$ cat config.mk
export PLATFORM = sky130hd
export DESIGN_NAME = ibuf_issue_queue
export DESIGN_NICKNAME = d
export VERILOG_FILES = /design/src/rtl/ibuf_pkg.sv /design/src/rtl/ibuf_ram.sv /design/src/rtl/ibuf_issue_queue.sv
export SDC_FILE = /design/constraint.sdc
export NUM_CORES = 2
export LEC_CHECK = 0
export BUFFER_PORTS_ARGS = -buffer_cell sky130_fd_sc_hd__clkbuf_2
export CAP_MARGIN = 5
export CORE_AREA = 2 2 348 350
export CTS_CLUSTER_SIZE = 8
export DETAILED_ROUTE_END_ITERATION = 16
export DIE_AREA = 0 0 350 352
export PLACE_DENSITY_LB_ADDON = 0.1
export SLEW_MARGIN = 20
export SYNTH_ARGS = -nofsm -noshare
export SYNTH_HDL_FRONTEND = slang
export SYNTH_SLANG_ARGS = --single-unit
export TNS_END_PERCENT = 1
$ cat constraint.sdc
create_clock -name clk -period 18.3 [get_ports clk]
set_clock_uncertainty 0.15 [all_clocks]
set_input_delay 1.83 -clock clk [delete_from_list [all_inputs] [get_ports clk]]
set_output_delay 1.83 -clock clk [all_outputs]
set_load 0.02 [all_outputs]
$ cat src/rtl/ibuf_pkg.sv
// Shared constants for the IF->ID instruction buffer: default geometry,
// derived pointer/count widths and the payload field layout used by IF and ID.
package ibuf_pkg;

  localparam int IBUF_DEPTH    = 8;
  localparam int IBUF_FETCH_W  = 2;
  localparam int IBUF_ISSUE_W  = 2;
  localparam int IBUF_ENTRY_WD = 136;

  localparam int IBUF_PTR_W = $clog2(IBUF_DEPTH);
  localparam int IBUF_CNT_W = $clog2(IBUF_DEPTH + 1);

  // Payload layout: pc | inst | exception info | bad vaddr | predicted target
  localparam int IBUF_PC_LSB    = 0;
  localparam int IBUF_PC_W      = 32;
  localparam int IBUF_INST_LSB  = 32;
  localparam int IBUF_INST_W    = 32;
  localparam int IBUF_EXC_LSB   = 64;
  localparam int IBUF_EXC_W     = 8;
  localparam int IBUF_BADVA_LSB = 72;
  localparam int IBUF_BADVA_W   = 32;
  localparam int IBUF_PRED_LSB  = 104;
  localparam int IBUF_PRED_W    = 32;

  function automatic logic [2:0] popcount4(input logic [3:0] v);
    logic [2:0] n;
    n = 3'd0;
    for (int i = 0; i < 4; i++) begin
      n = n + {2'd0, v[i]};
    end
    return n;
  endfunction

endpackage

$ cat src/rtl/ibuf_ram.sv
// Instruction buffer storage: register array with several write ports and
// combinational read ports. Contents are intentionally not reset.
module ibuf_ram #(
  parameter int DEPTH    = 8,
  parameter int ADDR_W   = 3,
  parameter int WIDTH    = 137,
  parameter int WR_PORTS = 2,
  parameter int RD_PORTS = 2
) (
  input  logic                clk,
  input  logic [WR_PORTS-1:0] wr_en,
  input  logic [ADDR_W-1:0]   wr_addr [WR_PORTS],
  input  logic [WIDTH-1:0]    wr_data [WR_PORTS],
  input  logic [ADDR_W-1:0]   rd_addr [RD_PORTS],
  output logic [WIDTH-1:0]    rd_data [RD_PORTS]
);

  logic [WIDTH-1:0] mem_r [DEPTH];

  // Write ports always target distinct entries, so port order does not matter.
  always_ff @(posedge clk) begin
    for (int k = 0; k < WR_PORTS; k++) begin
      if (wr_en[k]) begin
        mem_r[wr_addr[k]] <= wr_data[k];
      end
    end
  end

  // Asynchronous read ports.
  always_comb begin
    for (int i = 0; i < RD_PORTS; i++) begin
      rd_data[i] = mem_r[rd_addr[i]];
    end
  end

endmodule

$ cat src/rtl/ibuf_issue_queue.sv
// Multi-entry instruction buffer between IF and ID; a branch is only exposed to
// decode once its delay slot is also buffered.
module ibuf_issue_queue
  import ibuf_pkg::*;
#(
  parameter int DEPTH    = IBUF_DEPTH,
  parameter int FETCH_W  = IBUF_FETCH_W,
  parameter int ISSUE_W  = IBUF_ISSUE_W,
  parameter int ENTRY_WD = IBUF_ENTRY_WD
) (
  input  logic                          clk,
  input  logic                          reset,
  input  logic                          flush,
  input  logic [FETCH_W-1:0]            IF_valid,
  input  logic [FETCH_W-1:0]            IF_is_branch,
  input  logic [FETCH_W*ENTRY_WD-1:0]   IF_to_ibuf_bus,
  output logic                          ibuf_allowin,
  output logic [ISSUE_W-1:0]            ibuf_valid,
  output logic [ISSUE_W-1:0]            ibuf_is_branch,
  output logic [ISSUE_W*ENTRY_WD-1:0]   ibuf_to_ID_bus,
  input  logic [$clog2(ISSUE_W+1)-1:0]  ID_pop,
  output logic [$clog2(DEPTH+1)-1:0]    ibuf_count
);

  localparam int PTR_W  = $clog2(DEPTH);
  localparam int CNT_W  = $clog2(DEPTH + 1);
  localparam int POP_W  = $clog2(ISSUE_W + 1);
  localparam int PUSH_W = $clog2(FETCH_W + 1);
  localparam int RAM_W  = ENTRY_WD + 1;
  localparam logic [CNT_W-1:0] FULL_LIM = CNT_W'(DEPTH - FETCH_W);

  logic [PTR_W-1:0]  head_r;
  logic [PTR_W-1:0]  tail_r;
  logic [CNT_W-1:0]  count_r;

  logic              do_push_s;
  logic [PUSH_W-1:0] push_n_s;
  logic [PUSH_W-1:0] push_eff_s;
  logic [POP_W-1:0]  vis_n_s;
  logic [POP_W-1:0]  pop_s;
  logic [ISSUE_W-1:0] vis_s;
  logic              chain_s;

  logic [FETCH_W-1:0] wr_en_s;
  logic [PTR_W-1:0]   wr_addr_s [FETCH_W];
  logic [RAM_W-1:0]   wr_data_s [FETCH_W];
  logic [PTR_W-1:0]   rd_addr_s [ISSUE_W];
  logic [RAM_W-1:0]   rd_data_s [ISSUE_W];

  // Space check uses only registered occupancy, so a same-cycle pop never
  // lengthens the combinational path back to IF.
  assign ibuf_allowin = (count_r <= FULL_LIM);
  assign ibuf_count   = count_r;

  // Push lane mapping and read-window addressing.
  always_comb begin
    push_n_s   = PUSH_W'(popcount4(4'(IF_valid)));
    do_push_s  = ibuf_allowin && !flush;
    if (do_push_s) begin
      push_eff_s = push_n_s;
    end else begin
      push_eff_s = '0;
    end
    for (int k = 0; k < FETCH_W; k++) begin
      wr_en_s[k]   = do_push_s && IF_valid[k];
      wr_addr_s[k] = tail_r + PTR_W'(k);
      wr_data_s[k] = {IF_is_branch[k], IF_to_ibuf_bus[k*ENTRY_WD +: ENTRY_WD]};
    end
    for (int i = 0; i < ISSUE_W; i++) begin
      rd_addr_s[i] = head_r + PTR_W'(i);
    end
  end

  ibuf_ram #(
    .DEPTH    (DEPTH),
    .ADDR_W   (PTR_W),
    .WIDTH    (RAM_W),
    .WR_PORTS (FETCH_W),
    .RD_PORTS (ISSUE_W)
  ) u_ram (
    .clk     (clk),
    .wr_en   (wr_en_s),
    .wr_addr (wr_addr_s),
    .wr_data (wr_data_s),
    .rd_addr (rd_addr_s),
    .rd_data (rd_data_s)
  );

  // Visibility scan: a branch without its delay slot stops the window.
  always_comb begin
    vis_s   = '0;
    vis_n_s = '0;
    chain_s = 1'b1;
    for (int i = 0; i < ISSUE_W; i++) begin
      ibuf_is_branch[i]                     = rd_data_s[i][ENTRY_WD];
      ibuf_to_ID_bus[i*ENTRY_WD +: ENTRY_WD] = rd_data_s[i][ENTRY_WD-1:0];
      chain_s = chain_s && (CNT_W'(i) < count_r) &&
                (!rd_data_s[i][ENTRY_WD] || (CNT_W'(i + 1) < count_r));
      vis_s[i] = chain_s;
      vis_n_s  = vis_n_s + POP_W'(chain_s);
    end
    if (flush) begin
      ibuf_valid = '0;
    end else begin
      ibuf_valid = vis_s;
    end
    if (ID_pop > vis_n_s) begin
      pop_s = vis_n_s;
    end else begin
      pop_s = ID_pop;
    end
  end

  // Pointer and occupancy update; flush discards the same-cycle push and pop.
  always_ff @(posedge clk) begin
    if (reset || flush) begin
      head_r  <= '0;
      tail_r  <= '0;
      count_r <= '0;
    end else begin
      head_r  <= head_r + PTR_W'(pop_s);
      tail_r  <= tail_r + PTR_W'(push_eff_s);
      count_r <= count_r + CNT_W'(push_eff_s) - CNT_W'(pop_s);
    end
  end

endmodule

Word level (Yosys, flattened, before mapping)
Memories as Yosys holds them, arrays and structs flattened. A register that Yosys moved wholly into a read port is not among the register bits.
Cells that the tools add are included.
W data, S select, Z words.
Storage, ports and cells
  flip-flop bits (word level): 10
  RAM bits: 1096
  input port bits: 281
  output and inout port bits: 281
  word-level logic and storage cells: 37
  memories kept: 1
Memories
  u_ram.mem_r: words 8, width 137, rd ports 2, clocked after memory_dff 1, wr ports 2, line ibuf_ram.sv:18  | logic [WIDTH-1:0] mem_r [DEPTH];
Operators by class
  add/subtract/negate cells: 8
  $lt $le $gt $ge: 5
  muxes and demuxes: 8
  reductions and logical operators: 12
Operators with widths (count)
  $lt A1 B4 Y1 const A: 2
  $add A3 B1 Y3 const B: 2
  $add A3 B2 Y3: 2
  $logic_and A1 B1 Y1: 6
  $mux W2: 3
  $add A1 B1 Y2: 2
  $add A4 B2 Y4: 1
  $le A4 B3 Y1 const B: 1
  $lt A2 B4 Y1 const A: 1
  $mux W1: 4
  $sub A4 B2 Y4: 1
  $logic_not A1 Y1: 3
  $logic_or A1 B1 Y1: 3
  $mux W3: 1
  $gt A2 B2 Y1: 1

Longest topological paths before layout
  word-level depth: 10
  mapped depth: 20
  depth with buffers taken out: 18

By module
Synthesis repeated with hierarchy kept, for this count alone.
Second synthesis, totals
  cell total of the unflattened synthesis: 3388
  area, all modules: 62961.6 µm²
By module, submodules not included
  ibuf_ram: times used 1, cells each 3308, area an instance 62169.6 µm², seq. area each 32911.6 µm²
  ibuf_issue_queue: times used 1, cells each 80, area an instance 792.0 µm², seq. area each 200.2 µm²

Worst setup path before layout
Ideal clock, no wire load.
  path type: in2reg
  from: input port flush
  to: memory u_ram.mem_r[1][0] (enable)
  setup time: 0.835 ns
  arrival time: 12.418 ns
  required time: 17.315 ns
  slack: 4.897 ns
  cell stages on the path: 3
  buffers on the path: 0
  cell sequence: a311oi_1 > nand3_1 > o31ai_1
RTL lines
  from (decl): line ibuf_issue_queue.sv:13  | input logic flush,
  to (decl): line ibuf_ram.sv:18

Worst setup path after layout
  from: register head_r[0]
  to: output port ibuf_to_ID_bus[222]
On the way
  word-level cells in the longest chain between the ends: 2
RTL lines
  from (decl): line ibuf_issue_queue.sv:32  | logic [PTR_W-1:0] head_r;
  from (signal assigned): line ibuf_issue_queue.sv:121  | head_r <= head_r + PTR_W'(pop_s);
  $add A3 B1 Y3: line ibuf_issue_queue.sv:70  | rd_addr_s[i] = head_r + PTR_W'(i);
  $mem_v2 Z8 W137
  to (decl): line ibuf_issue_queue.sv:20  | output logic [ISSUE_W*ENTRY_WD-1:0] ibuf_to_ID_bus,
Every way passes these cells.

==> impl_metrics.tcl <==
set metrics [dict create \
    outcome "complete, no violations" \
    drtPass1Iterations 7 \
    synth_area_leader_cell "sky130_fd_sc_hd__edfxtp_1" \
    post_drt_via_cell_ratio 6.68 \
    most-common-layout-cells "sky130_fd_sc_hd__mux2_2 (1160), sky130_fd_sc_hd__edfxtp_1 (1096), sky130_fd_sc_hd__clkbuf_2 (561)" \
    core_box_area_um2 119000 \
    synth-edff-count 1096 \
    worst_hold_path_type "flip-flop to flip-flop" \
    netlist_top_cells_area "sky130_fd_sc_hd__edfxtp_1 (51%), sky130_fd_sc_hd__mux2_2 (20%), sky130_fd_sc_hd__mux4_2 (19%), sky130_fd_sc_hd__mux2_4 (4.9%), sky130_fd_sc_hd__buf_2 (0.99%)" \
    synth_top_area_share_pct 51.4 \
    synth_fp_nets 3707 \
    maxSlewViolCount 0 \
    critical_path.max_stage_delay_ps 930 \
    crit_type "flip-flop to output port" \
    cts_buffers 156 \
    fmax_mhz 140 \
    grt_first_pass_wirelength_um 270000 \
    die_area_um2 123000 \
    synth-seq-cells 1106 \
    seq_area_um2 33100 \
    ys_seq_area_share_pct 51.7 \
    fin_hold_ws_ps 581 \
    post-route-period-util_pct 39.1 \
    critPathLaunchType "flip-flop" \
    powerDensity_nw_per_um2 117 \
    postLayoutSetupSlackWorst_ps 11140 \
    critical_path_s_top_delay_family "buffers and inverters" \
    max_cap_violations 0 \
    drt.antenna.violating_nets 0 \
    summed_negative_setup_slack_over_all_endpoints_ps 0 \
    worstSetupStartpoint "head_r[0]" \
    power.leakage_nw 24.4 \
    chipWidth_um 350 \
    via_count 37200 \
    post-place-cells 5364 \
    rows 127 \
    syn_avg_cell_area_um2 18.8 \
    die_height_um 352 \
    timing.critical_path.to_type "output port" \
    port-buffer-count 561 \
    postRouteWirelength_um 186000 \
    critical-path-slowest-cell "sky130_fd_sc_hd__dfxtp_4" \
    irDropWorstVdd_uv 106 \
    worstHoldEndpoint "tail_r[2]" \
    clock_sink_count 1106 \
    startpoint_of_the_worst_slack_reg_to_reg_timing_path "head_r[1]" \
    worst_skew_pair.late_latency_ps 740 \
    min_from "tail_r[2]" \
    placement.cell_area_um2 68000 \
    gp_congestion 0.820 \
    critical_path.n_buffers_inverters 4 \
    placement.setup.worst_slack_ps 11490 \
    finish.net_count 4213 \
    finalHoldViolCount 0 \
    grt_setup_unrepaired "no" \
    tritoncts "built" \
    drive_gt1_share_pct 69.3 \
    worstPathCellList "ha_4 > buf_12 > buf_4 > buf_16 > mux4_2 > mux2_2 > clkbuf_2" \
    cp_data_required_time_ps 16320 \
    rr_endpoint "ibuf_count[2]" \
    primary_ff_master_synth "sky130_fd_sc_hd__edfxtp_1" \
    multi_input_comb_area_um2 29400 \
    area_growth_pct 13.1 \
    yosysWarnings 0 \
    report.final.setup_viol 0 \
    globalRouteOverflowTotal 0 \
    first_global_vias 39800 \
    max-slew-margin-rel_pct 25.8 \
    worst_reg2reg_setup_slack_ps 12230 \
    start_util_pct 53.6 \
    min_path_cells 2 \
    avgRoutedWirePerCell_um 33.4 \
    clock_tree.buffer_depth 3 \
    post_layout_nonfiller_instances 5575 \
    post_cts_resize_count 0 \
    reg2regPathDepth 19 \
    drtIter0Drc 3453 \
    clock_root_buffer "sky130_fd_sc_hd__clkbuf_16" \
    grt_usage_pct 30.0 \
    number_of_inserted_filler_cells_in_the_final_layout 8768 \
    synth_cells 3407 \
    cts_max_level 4 \
    drcViolationCount 0 \
    cp_data_arrival_time_ps 5180 \
    io_pins 562 \
    pin_count_of_the_biggest_net_entering_global_routing 149 \
    asyncSetResetFlopFracSynth_pct 0 \
    layout.cells.most_common "sky130_fd_sc_hd__mux2_2" \
    hpwlAfterDp_um 106000 \
    worst-path-max-fanout 107 \
    final_worst_path_period_need_ps 7160 \
    cts-hold-fix-buffers 0 \
    worst-slew-pin-transition_ps 1110 \
    number_of_antenna_violations_at_the_first_check_in_global_routing 50 \
    final_design_area_no_fill_um2 72400 \
    cts_post_setup_buffers_inserted 0 \
    synthDistinctLibCells 39 \
    syn_area_um2 64000 \
    clk_pin_slew_ps 50 \
]
[worst min-delay path, stage by stage, from the launching register on]
cell,delay (ps)
sky130_fd_sc_hd__dfxtp_1,440
sky130_fd_sc_hd__xor2_1,180
sky130_fd_sc_hd__nor2_1,50
[report_power, final]
part / internal (mW) / switching [mW]
combinational: 1.36 / 1.50
clock: 1.58 / 1.04
sequential: 2.91 / 0.0695
total: 5.85 / 2.61
[layer usage]
metal	vias to the layer above	global-route usage, %	wire length (µm)	share of wire [%]
met5	-	0	363	0.20
met4	54	12.1	6170	3.3
li1	15300	-	-	-
met1	19800	37.2	69700	37
met3	387	7.93	16200	8.7
met2	1631	50.1	93600	50
[metrics by stage]
step | util, % | power, mW
2_1_floorplan | - | 5.10
3_3_place_gp | 57.0 | 5.84
3_5_place_dp | 57.0 | 5.89
4_1_cts | 60.5 | 8.51
5_1_grt | 60.6 | 8.77
6_report | 60.6 | 8.46
[cell families after synthesis]
family                     share of synthesized area (%)
buffers and inverters                               2.58
DFF                                                 51.7
and+or+nand+nor                                    0.385
adders and majority gates                          0.418
AOI/OAI and AO/OA                                  0.197
xor gates and xnor gates                          0.0958
muxes                                               44.6
[Yosys cell counts, types with 2 or more instances]
library cell,count
sky130_fd_sc_hd__mux2i_1,5
sky130_fd_sc_hd__ha_1,15
sky130_fd_sc_hd__o22ai_1,4
sky130_fd_sc_hd__nand2b_4,2
sky130_fd_sc_hd__buf_2,126
sky130_fd_sc_hd__nor2_1,15
sky130_fd_sc_hd__inv_1,16
sky130_fd_sc_hd__fa_1,4
sky130_fd_sc_hd__a311o_1,2
sky130_fd_sc_hd__buf_6,48
sky130_fd_sc_hd__nand3_1,2
sky130_fd_sc_hd__mux2_2,1160
sky130_fd_sc_hd__clkbuf_1,72
sky130_fd_sc_hd__mux2_4,209
sky130_fd_sc_hd__nor2b_1,2
sky130_fd_sc_hd__xor2_1,4
sky130_fd_sc_hd__nand3b_1,4
sky130_fd_sc_hd__o21ai_0,2
sky130_fd_sc_hd__and2_1,4
sky130_fd_sc_hd__nand2_1,7
sky130_fd_sc_hd__buf_4,10
sky130_fd_sc_hd__xnor2_1,3
sky130_fd_sc_hd__a21oi_1,3
sky130_fd_sc_hd__mux4_2,546
sky130_fd_sc_hd__buf_1,20
sky130_fd_sc_hd__o31ai_1,2
sky130_fd_sc_hd__dfxtp_1,10
sky130_fd_sc_hd__edfxtp_1,1096
sky130_fd_sc_hd__nand2b_1,4
[sequential cells by signal, indices dropped and copies added, names as in the netlist]
register,cells
u_ram.mem_r,1096
ibuf_count,4
head_r,3
tail_r,3
[cell type report]
cell class / count / area share, %
clock inverters: 7 / 0.135
multi-input cells: 2009 / 40.7
well taps: 1612 / 2.79
repair buffers: 624 / 4.77
inverters: 16 / 0.0830
flip-flops and latches: 1106 / 45.8
diodes: 22 / 0.0761
clock buffers: 179 / 5.72
[how the worst max path moves through the flow]
stage                                      to  slack (ps)  depth (start not counted)
after floorplan             u_ram.mem_r[1][0]        4900                          3
after global placement    ibuf_to_ID_bus[193]       11530                          6
final                     ibuf_to_ID_bus[222]       11140                          7
after detailed placement  ibuf_to_ID_bus[193]       11490                          6
after global routing      ibuf_to_ID_bus[193]       10710                          7
after CTS                 ibuf_to_ID_bus[202]       10700                          6
(Power assumes the default switching activity.)
